### src/rtl/caches_types_pkg.sv
// Enumerations shared between the caches, the arbiter and the RAM model.
package caches_types_pkg;
  typedef enum logic [1:0] {
    FREE   = 2'd0,
    BUSY   = 2'd1,
    ACCESS = 2'd2,
    ERROR  = 2'd3
  } ramstate_t;

  typedef enum logic [1:0] {
    IDLE = 2'd0,
    IGNT = 2'd1,
    DGNT = 2'd2
  } arb_state_t;
endpackage

### src/rtl/cpu_types_pkg.sv
// Core-wide scalar types shared by the pipeline and the memory side.
package cpu_types_pkg;
  typedef logic [31:0] word_t;
endpackage

### src/rtl/arb_starve_ctr.sv
// Saturating icache starvation counter; reached is high once cnt hits limit.
module arb_starve_ctr #(
  parameter int W = 4
) (
  input  logic         clk,
  input  logic         rst,
  input  logic         inc,
  input  logic         clr,
  input  logic [W-1:0] limit,
  output logic         reached
);
  logic [W-1:0] cnt;

  always_ff @(posedge clk or posedge rst) begin
    if (rst) begin
      cnt <= '0;
    end else if (clr) begin
      cnt <= '0;
    end else if (inc && (cnt < limit)) begin
      cnt <= cnt + 1'b1;
    end
  end

  assign reached = (cnt >= limit);
endmodule

### src/rtl/mem_arbiter.sv
// Icache/dcache arbiter in front of the single-ported RAM.
// Define ARB_STATS_EN to build the per-requester beat counters.
module mem_arbiter
  import cpu_types_pkg::*;
  import caches_types_pkg::*;
#(
  parameter int BLOCK_WORDS  = 2,
  parameter int STARVE_LIMIT = 8
) (
  input  logic        CLK,
  input  logic        RST,
  input  logic        iREN,
  input  word_t       iaddr,
  output word_t       iload,
  output logic        iwait,
  input  logic        dREN,
  input  logic        dWEN,
  input  word_t       daddr,
  input  word_t       dstore,
  output word_t       dload,
  output logic        dwait,
  output logic        ramREN,
  output logic        ramWEN,
  output word_t       ramaddr,
  output word_t       ramstore,
  input  word_t       ramload,
  input  logic [1:0]  ramstate,
  output logic        ram_err,
  output word_t       igrant_count,
  output word_t       dgrant_count
);
  localparam int BW = (BLOCK_WORDS > 1) ? $clog2(BLOCK_WORDS) : 1;
  localparam int SW = $clog2(STARVE_LIMIT + 1);
  localparam logic [BW-1:0] LAST  = BW'(BLOCK_WORDS - 1);
  localparam logic [SW-1:0] LIMIT = SW'(STARVE_LIMIT);

  arb_state_t    state, state_n;
  logic [BW-1:0] beat_cnt, beat_cnt_n;
  ramstate_t     rs;
  logic          access;
  logic          dreq;
  logic          ibeat;
  logic          starved;
  logic          err_q;

  assign rs     = ramstate_t'(ramstate);
  assign access = (rs == ACCESS);
  assign dreq   = dREN | dWEN;
  assign ibeat  = (state == IGNT) && access;

  arb_starve_ctr #(.W(SW)) u_starve (
    .clk    (CLK),
    .rst    (RST),
    .inc    (iREN && (state != IGNT)),
    .clr    (!iREN || ibeat),
    .limit  (LIMIT),
    .reached(starved)
  );

  always_ff @(posedge CLK or posedge RST) begin
    if (RST) begin
      state    <= IDLE;
      beat_cnt <= '0;
      err_q    <= 1'b0;
    end else begin
      state    <= state_n;
      beat_cnt <= beat_cnt_n;
      if ((state != IDLE) && (rs == ERROR)) begin
        err_q <= 1'b1;
      end
    end
  end

  assign ram_err = err_q;

  always_comb begin
    state_n    = state;
    beat_cnt_n = beat_cnt;
    ramREN     = 1'b0;
    ramWEN     = 1'b0;
    ramaddr    = '0;
    ramstore   = '0;
    iwait      = 1'b1;
    dwait      = 1'b1;
    iload      = '0;
    dload      = '0;
    unique case (state)
      IDLE: begin
        beat_cnt_n = '0;
        if (dreq && !starved) begin
          state_n = DGNT;
        end else if (iREN) begin
          state_n = IGNT;
        end
      end
      IGNT: begin
        ramREN  = 1'b1;
        ramaddr = iaddr;
        iwait   = !access;
        iload   = ramload;
        if (access || !iREN) begin
          state_n = IDLE;
        end
      end
      DGNT: begin
        ramREN   = dREN;
        ramWEN   = dWEN;
        ramaddr  = daddr;
        ramstore = dstore;
        dwait    = !access;
        dload    = ramload;
        // A dropped request after a beat ends the block early.
        if (!dreq) begin
          state_n    = IDLE;
          beat_cnt_n = '0;
        end else if (access) begin
          if (beat_cnt == LAST) begin
            state_n    = IDLE;
            beat_cnt_n = '0;
          end else begin
            beat_cnt_n = beat_cnt + 1'b1;
          end
        end
      end
      default: begin
        state_n = IDLE;
      end
    endcase
  end

`ifdef ARB_STATS_EN
  word_t icnt, dcnt;
  logic  dbeat;

  assign dbeat = (state == DGNT) && access && dreq;

  always_ff @(posedge CLK or posedge RST) begin
    if (RST) begin
      icnt <= '0;
      dcnt <= '0;
    end else begin
      if (ibeat) icnt <= icnt + 1'b1;
      if (dbeat) dcnt <= dcnt + 1'b1;
    end
  end

  assign igrant_count = icnt;
  assign dgrant_count = dcnt;
`else
  assign igrant_count = '0;
  assign dgrant_count = '0;
`endif
endmodule

### config.mk
export PLATFORM = sky130hd
export DESIGN_NAME = mem_arbiter
export DESIGN_NICKNAME = d
export VERILOG_FILES = /design/src/rtl/caches_types_pkg.sv /design/src/rtl/cpu_types_pkg.sv /design/src/rtl/arb_starve_ctr.sv /design/src/rtl/mem_arbiter.sv
export SDC_FILE = /design/constraint.sdc
export NUM_CORES = 1
export LEC_CHECK = 0
export CORE_AREA = 2 2 128 130
export DETAILED_ROUTE_END_ITERATION = 6
export DIE_AREA = 0 0 130 132
export GPL_TIMING_DRIVEN = 1
export SLEW_MARGIN = 15
export SYNTH_ARGS = -nofsm -noshare
export SYNTH_HDL_FRONTEND = slang
export SYNTH_SLANG_ARGS = --single-unit
### constraint.sdc
create_clock -name CLK -period 1.5 [get_ports CLK]
set_clock_uncertainty 0.2 [all_clocks]
set_input_delay 0.15 -clock CLK [delete_from_list [all_inputs] [get_ports CLK]]
set_output_delay 0.15 -clock CLK [all_outputs]
set_load 0.02 [all_outputs]
Word-level counts from Yosys, hierarchy flattened
Cells that the tools add are included.
{"block": "word_totals", "ff_bits": 8, "input_bits": 135, "output_inout_bits": 197, "wordCells": 55}
{"block": "classes", "n_addsub": 2, "order_cmp": 2, "n_eq_ne": 9, "muxes": 21, "bitwise_logic": 1, "n_reduce_logical": 16}
{"op": "$mux 32", "n": 3}
{"op": "$pmux 32 s2", "n": 1}
{"op": "$mux 2", "n": 6}
{"op": "$ne 3x3->1 const B", "n": 3}
{"op": "$mux 4", "n": 2}
{"op": "$eq 2x2->1 const B", "n": 3}
{"op": "$mux 1", "n": 6}
{"op": "$pmux 2 s3", "n": 1}
{"op": "$reduce_bool 2->1", "n": 3}
{"op": "$logic_and 1x1->1", "n": 5}
{"op": "$add 4x1->4 const B", "n": 1}
{"op": "$ge 4x4->1 const B", "n": 1}
{"op": "$lt 4x4->1 const B", "n": 1}
{"op": "$ne 2x1->1 const B", "n": 2}
{"op": "$pmux 1 s2", "n": 2}
{"op": "$reduce_and 4->1", "n": 1}
{"op": "$logic_not 1->1", "n": 3}
{"op": "$eq 2x1->1 const B", "n": 1}
{"op": "$logic_not 2->1", "n": 1}
{"op": "$logic_or 1x1->1", "n": 2}
{"op": "$reduce_and 2->1", "n": 1}
{"op": "$add 1x1->1 const B", "n": 1}
{"op": "$or 1x1->1", "n": 1}

Longest topological paths before layout
{"block": "logic_depth", "depth_word": 5, "depth_mapped": 7, "mapped_depth_nobuf": 5}

Hierarchy
A second synthesis with hierarchy kept.
{"block": "hier_totals", "hier_cells": 328, "area_unflattened_um2": 2294.7}
{"module": "mem_arbiter", "n_inst": 1, "cells_per_inst": 288, "area_per_inst_um2": 1955.6, "seq_area_each_um2": 100.1}
{"module": "arb_starve_ctr", "n_inst": 1, "cells_per_inst": 40, "area_per_inst_um2": 339.1, "seq_area_each_um2": 100.1}

Worst setup path before layout
No wires, ideal clock.
{"block": "synth_path", "kind": "reg-to-output", "from": "reg state[0]", "to": "out ramaddr[0]", "arrival_ns": 1.410, "t_required_ns": 1.150, "setup_slack_ns": -0.260, "path_stages_with_launch": 7, "path_buffers": 2, "path_cell_list": "dfrtp_1 inv_1 ha_1 buf_2 buf_2 a22oi_1 nor2b_1"}
{"block": "synth_via", "elab_chain_cells": 2, "word_cells_on_any_way": 3, "cone_classes": "2 x eq/ne; 1 x mux"}
{"item": "start: declaration", "line": "mem_arbiter.sv:37", "text": "arb_state_t state, state_n;"}
{"item": "start signal: assignment", "line": "mem_arbiter.sv:66", "text": "state <= state_n;"}
{"item": "$eq 2x2->1 / $eq 2x1->1 (equally long branches)", "line": "mem_arbiter.sv:87", "text": "unique case (state)"}
{"item": "$pmux 32 s2 (*)", "line": "mem_arbiter.sv:87"}
{"item": "end: declaration", "line": "mem_arbiter.sv:24", "text": "output word_t ramaddr,"}
Mark *: on every way between the ends. The rest lies on a longest branch, timed or not.

Worst setup path in the final report
{"block": "layout_path", "from": "reg state[1]", "to": "out ramaddr[11]"}
The elaborated chain is that of the path after synthesis.

==> reports/metrics.csv <==
metric,value,unit
placer congestion estimate,0.764,
violated checks,negative setup slack,
H-Tree Depth,1,
Synth area leader,and2_1,
clock buffer depth,2,
Top Family by Delay on Critical Path,buffers and inverters,
f_max,0.498,GHz
worst setup path class,flop to output pin,
Skew-Pair Late Insertion Delay,230,ps
largest net degree at the start of global routing,49,
"Top cell by count, worst path",buf_6,
Setup WS pre-CTS,-654,ps
Worst Setup Start Kind,flop,
RSZ-0062 raised after global routing,yes,
"Async S/R FF share, synth",1.00,
Residual DRC,0,
final setup vio count,139,
Final Util,0.382,
total CTS buffers,3,
die height,132,um
fillers,1599,
crit path cell chain,"buf_6, ha_4, buf_12, clkbuf_16, a22oi_2, nor2b_4, buf_6",
CORE AREA,15700,um^2
# nets final,740,
vias in the first global route,2874,
GRT Overall Usage,0.113,
WHS,289,ps
Slowest cell on crit path,dfrtp_1,
Final ANT Viol Nets,0,
Max-cap violations,0,
root buffer cell,clkbuf_16,
Cells after Synth,303,
critical path depth,7,
clk slew on worst S/H paths,40,ps
pwr dens,1920,nW/um^2
WHS Path Cells,1,
Initial Util,0.137,
mapped cell area,2150,um^2
initial antenna violation count,1,
area grow syn2layout,179,%
DR vias,3080,
fin crit period,2010,ps
clk sinks,8,
mean post-synth cell area,7.09,um^2
vias per cell,3.78,
DP Wirelength,8.74,mm
share of post-route cells with drive strength above 1,0.564,
DRT iter0 DRCs,53,
Chip Width,130,um
Crit. End Element,output pin,
Post-synth EDFFs,0,
Bufs and invs on worst path,4,
critical path's largest stage delay,400,ps
R2R depth,7,
TritonCTS clock tree,yes,
Synth Register Bits,8,
Yosys cell types,29,
Yosys warnings,0,
Crit path required time,1150,ps
arrival time worst endpoint,1660,ps
die area,17200,um^2
Static Leak,2.68,nW
row count,46,
critical-path maximum fanout,8,
largest cells by area after synthesis,"and2_1, buf_4, a22oi_1, nor2b_1, dfrtp_1",
first-pass GRT wire length,15.6,mm
outcome,"finished, violations left",
Final Hold Vio Count,0,
Peak VDD IR,866,uV
Routed WL,12.8,mm
Final Cycle Share,1.34,
Synth Flop Type,dfrtp_1,
top-area cell type share of the netlist area,0.282,
io pins,332,
Routed wire per std cell,15.7,um
Worst Hold Class,flop to flop,
drt first pass iters,4,
Congestion Overflow GR,0,
final worst slack,-506,ps
# port buffers,267,
"Slew Viols, Final",0,
sequential fraction of the synthesis area,0.0932,
==> kinds of logic (layout without fill, tap and decap cells) <==
group | count (synthesis) | after routing | synth area share
adder cells (fa/ha/maj) | 5 | 5 | 0.0291
other | 1 | 65 | 0.00175
AO/OA/AOI/OAI | 46 | 46 | 0.160
AND/OR/NAND/NOR | 148 | 148 | 0.423
buffers and inverters | 93 | 325 | 0.285
XOR/XNOR | 2 | 2 | 0.00816
flip-flops | 8 | 8 | 0.0932
==> worst reg2reg max path, delay by kind of cell, from the launching register on <==
family | cells | cell delay, ps
AOI/OAI and AO/OA | 3 | 540
adders and majority gates | 1 | 190
DFF | 1 | 410
buffers and inverters | 3 | 420
==> final timing paths <==
| kind | from | endpoint | slack, ps |
|---|---|---|---|
| worst max-delay path | state[1] | ramaddr[11] | -510 |
| max in group asynchronous | RST | u_starve.cnt[1] | 310 |
| worst min register to register | ram_err | ram_err | 290 |
| worst max register to register | state[0] | state[1] | -370 |
| worst min-delay path | ram_err | ram_err | 290 |
| min in group asynchronous | RST | ram_err | 530 |
==> layout make-up <==
type,instances,area [um^2],share of cell area
Antenna cell,1,2.50,0.000417
Tap cell,216,270,0.0451
Timing Repair Buffer,315,3300,0.550
Sequential cell,8,200,0.0334
Inverter,7,26.3,0.00438
Multi-Input combinational cell,265,2120,0.354
Clock buffer,3,75.1,0.0125
==> report_power, final <==
group          internal (mW)  switching, mW
clock network          0.344          0.110
logic                   5.83           4.85
registers              0.281         0.0772
==> sequential cells by signal, summed over array words and instances (netlist names) <==
register      count
ram_err           1
u_starve.cnt      4
beat_cnt          1
state             2
==> placed cells by master (no fill, tap or decap), types with 3 or more instances in the layout <==
| cell | instances |
|---|---|
| clkdlybuf4s50_1 | 134 |
| buf_6 | 92 |
| conb_1 | 64 |
| and2_4 | 60 |
| buf_4 | 34 |
| a22oi_2 | 32 |
| nor2b_2 | 27 |
| and2_1 | 25 |
| clkbuf_2 | 19 |
| and2_2 | 12 |
| clkbuf_16 | 12 |
| buf_2 | 10 |
| dfrtp_1 | 8 |
| buf_12 | 8 |
| nor2_1 | 6 |
| nor2b_4 | 6 |
| buf_8 | 5 |
| inv_1 | 4 |
| nand2_1 | 3 |
| inv_2 | 3 |
| ha_4 | 3 |
==> per-layer routing <==
layer  GRT usage  vias to the layer above  share of wire
met3      0.0179                        7          0.070
li1            -                     1452              -
met4      0.0221                        0         0.0080
met5           0                        -              0
met2       0.232                      155           0.55
met1       0.115                     1466           0.37
==> through the flow <==
| stage | total power, mW | cells | TNS [ps] | instance area [um^2] |
|---|---|---|---|---|
| 2_1_floorplan | 4.87 | 366 | -1100 | 2630 |
| 3_3_place_gp | 8.08 | 781 | -66940 | 5160 |
| 3_5_place_dp | 8.18 | 781 | -69840 | 5160 |
| 4_1_cts | 8.52 | 787 | -58890 | 5280 |
| 5_1_grt | 12.1 | 815 | -63180 | 5990 |
| 6_report | 11.5 | 815 | -52910 | 5990 |
==> cell usage after synthesis, types with 2 or more instances <==
master / n
a22oi_1: 33
ha_1: 5
nor2_1: 7
o221ai_1: 2
inv_1: 7
and2_1: 97
buf_4: 64
a21oi_1: 2
dfrtp_1: 8
buf_6: 2
nor2b_1: 33
nand2_1: 5
o21ai_0: 2
xnor2_1: 2
clkbuf_1: 14
buf_2: 6
a32o_1: 2
==> repair_timing <==
action,4_1_cts,5_1_grt
gates cloned,1,11
endpoints found under the setup margin,140,140
hold buffers,1,0
resized for setup,437,382
buffers inserted,1,16
pin swaps,5,14
hold endpoints to repair,8,0
(Power assumes the default switching activity.)
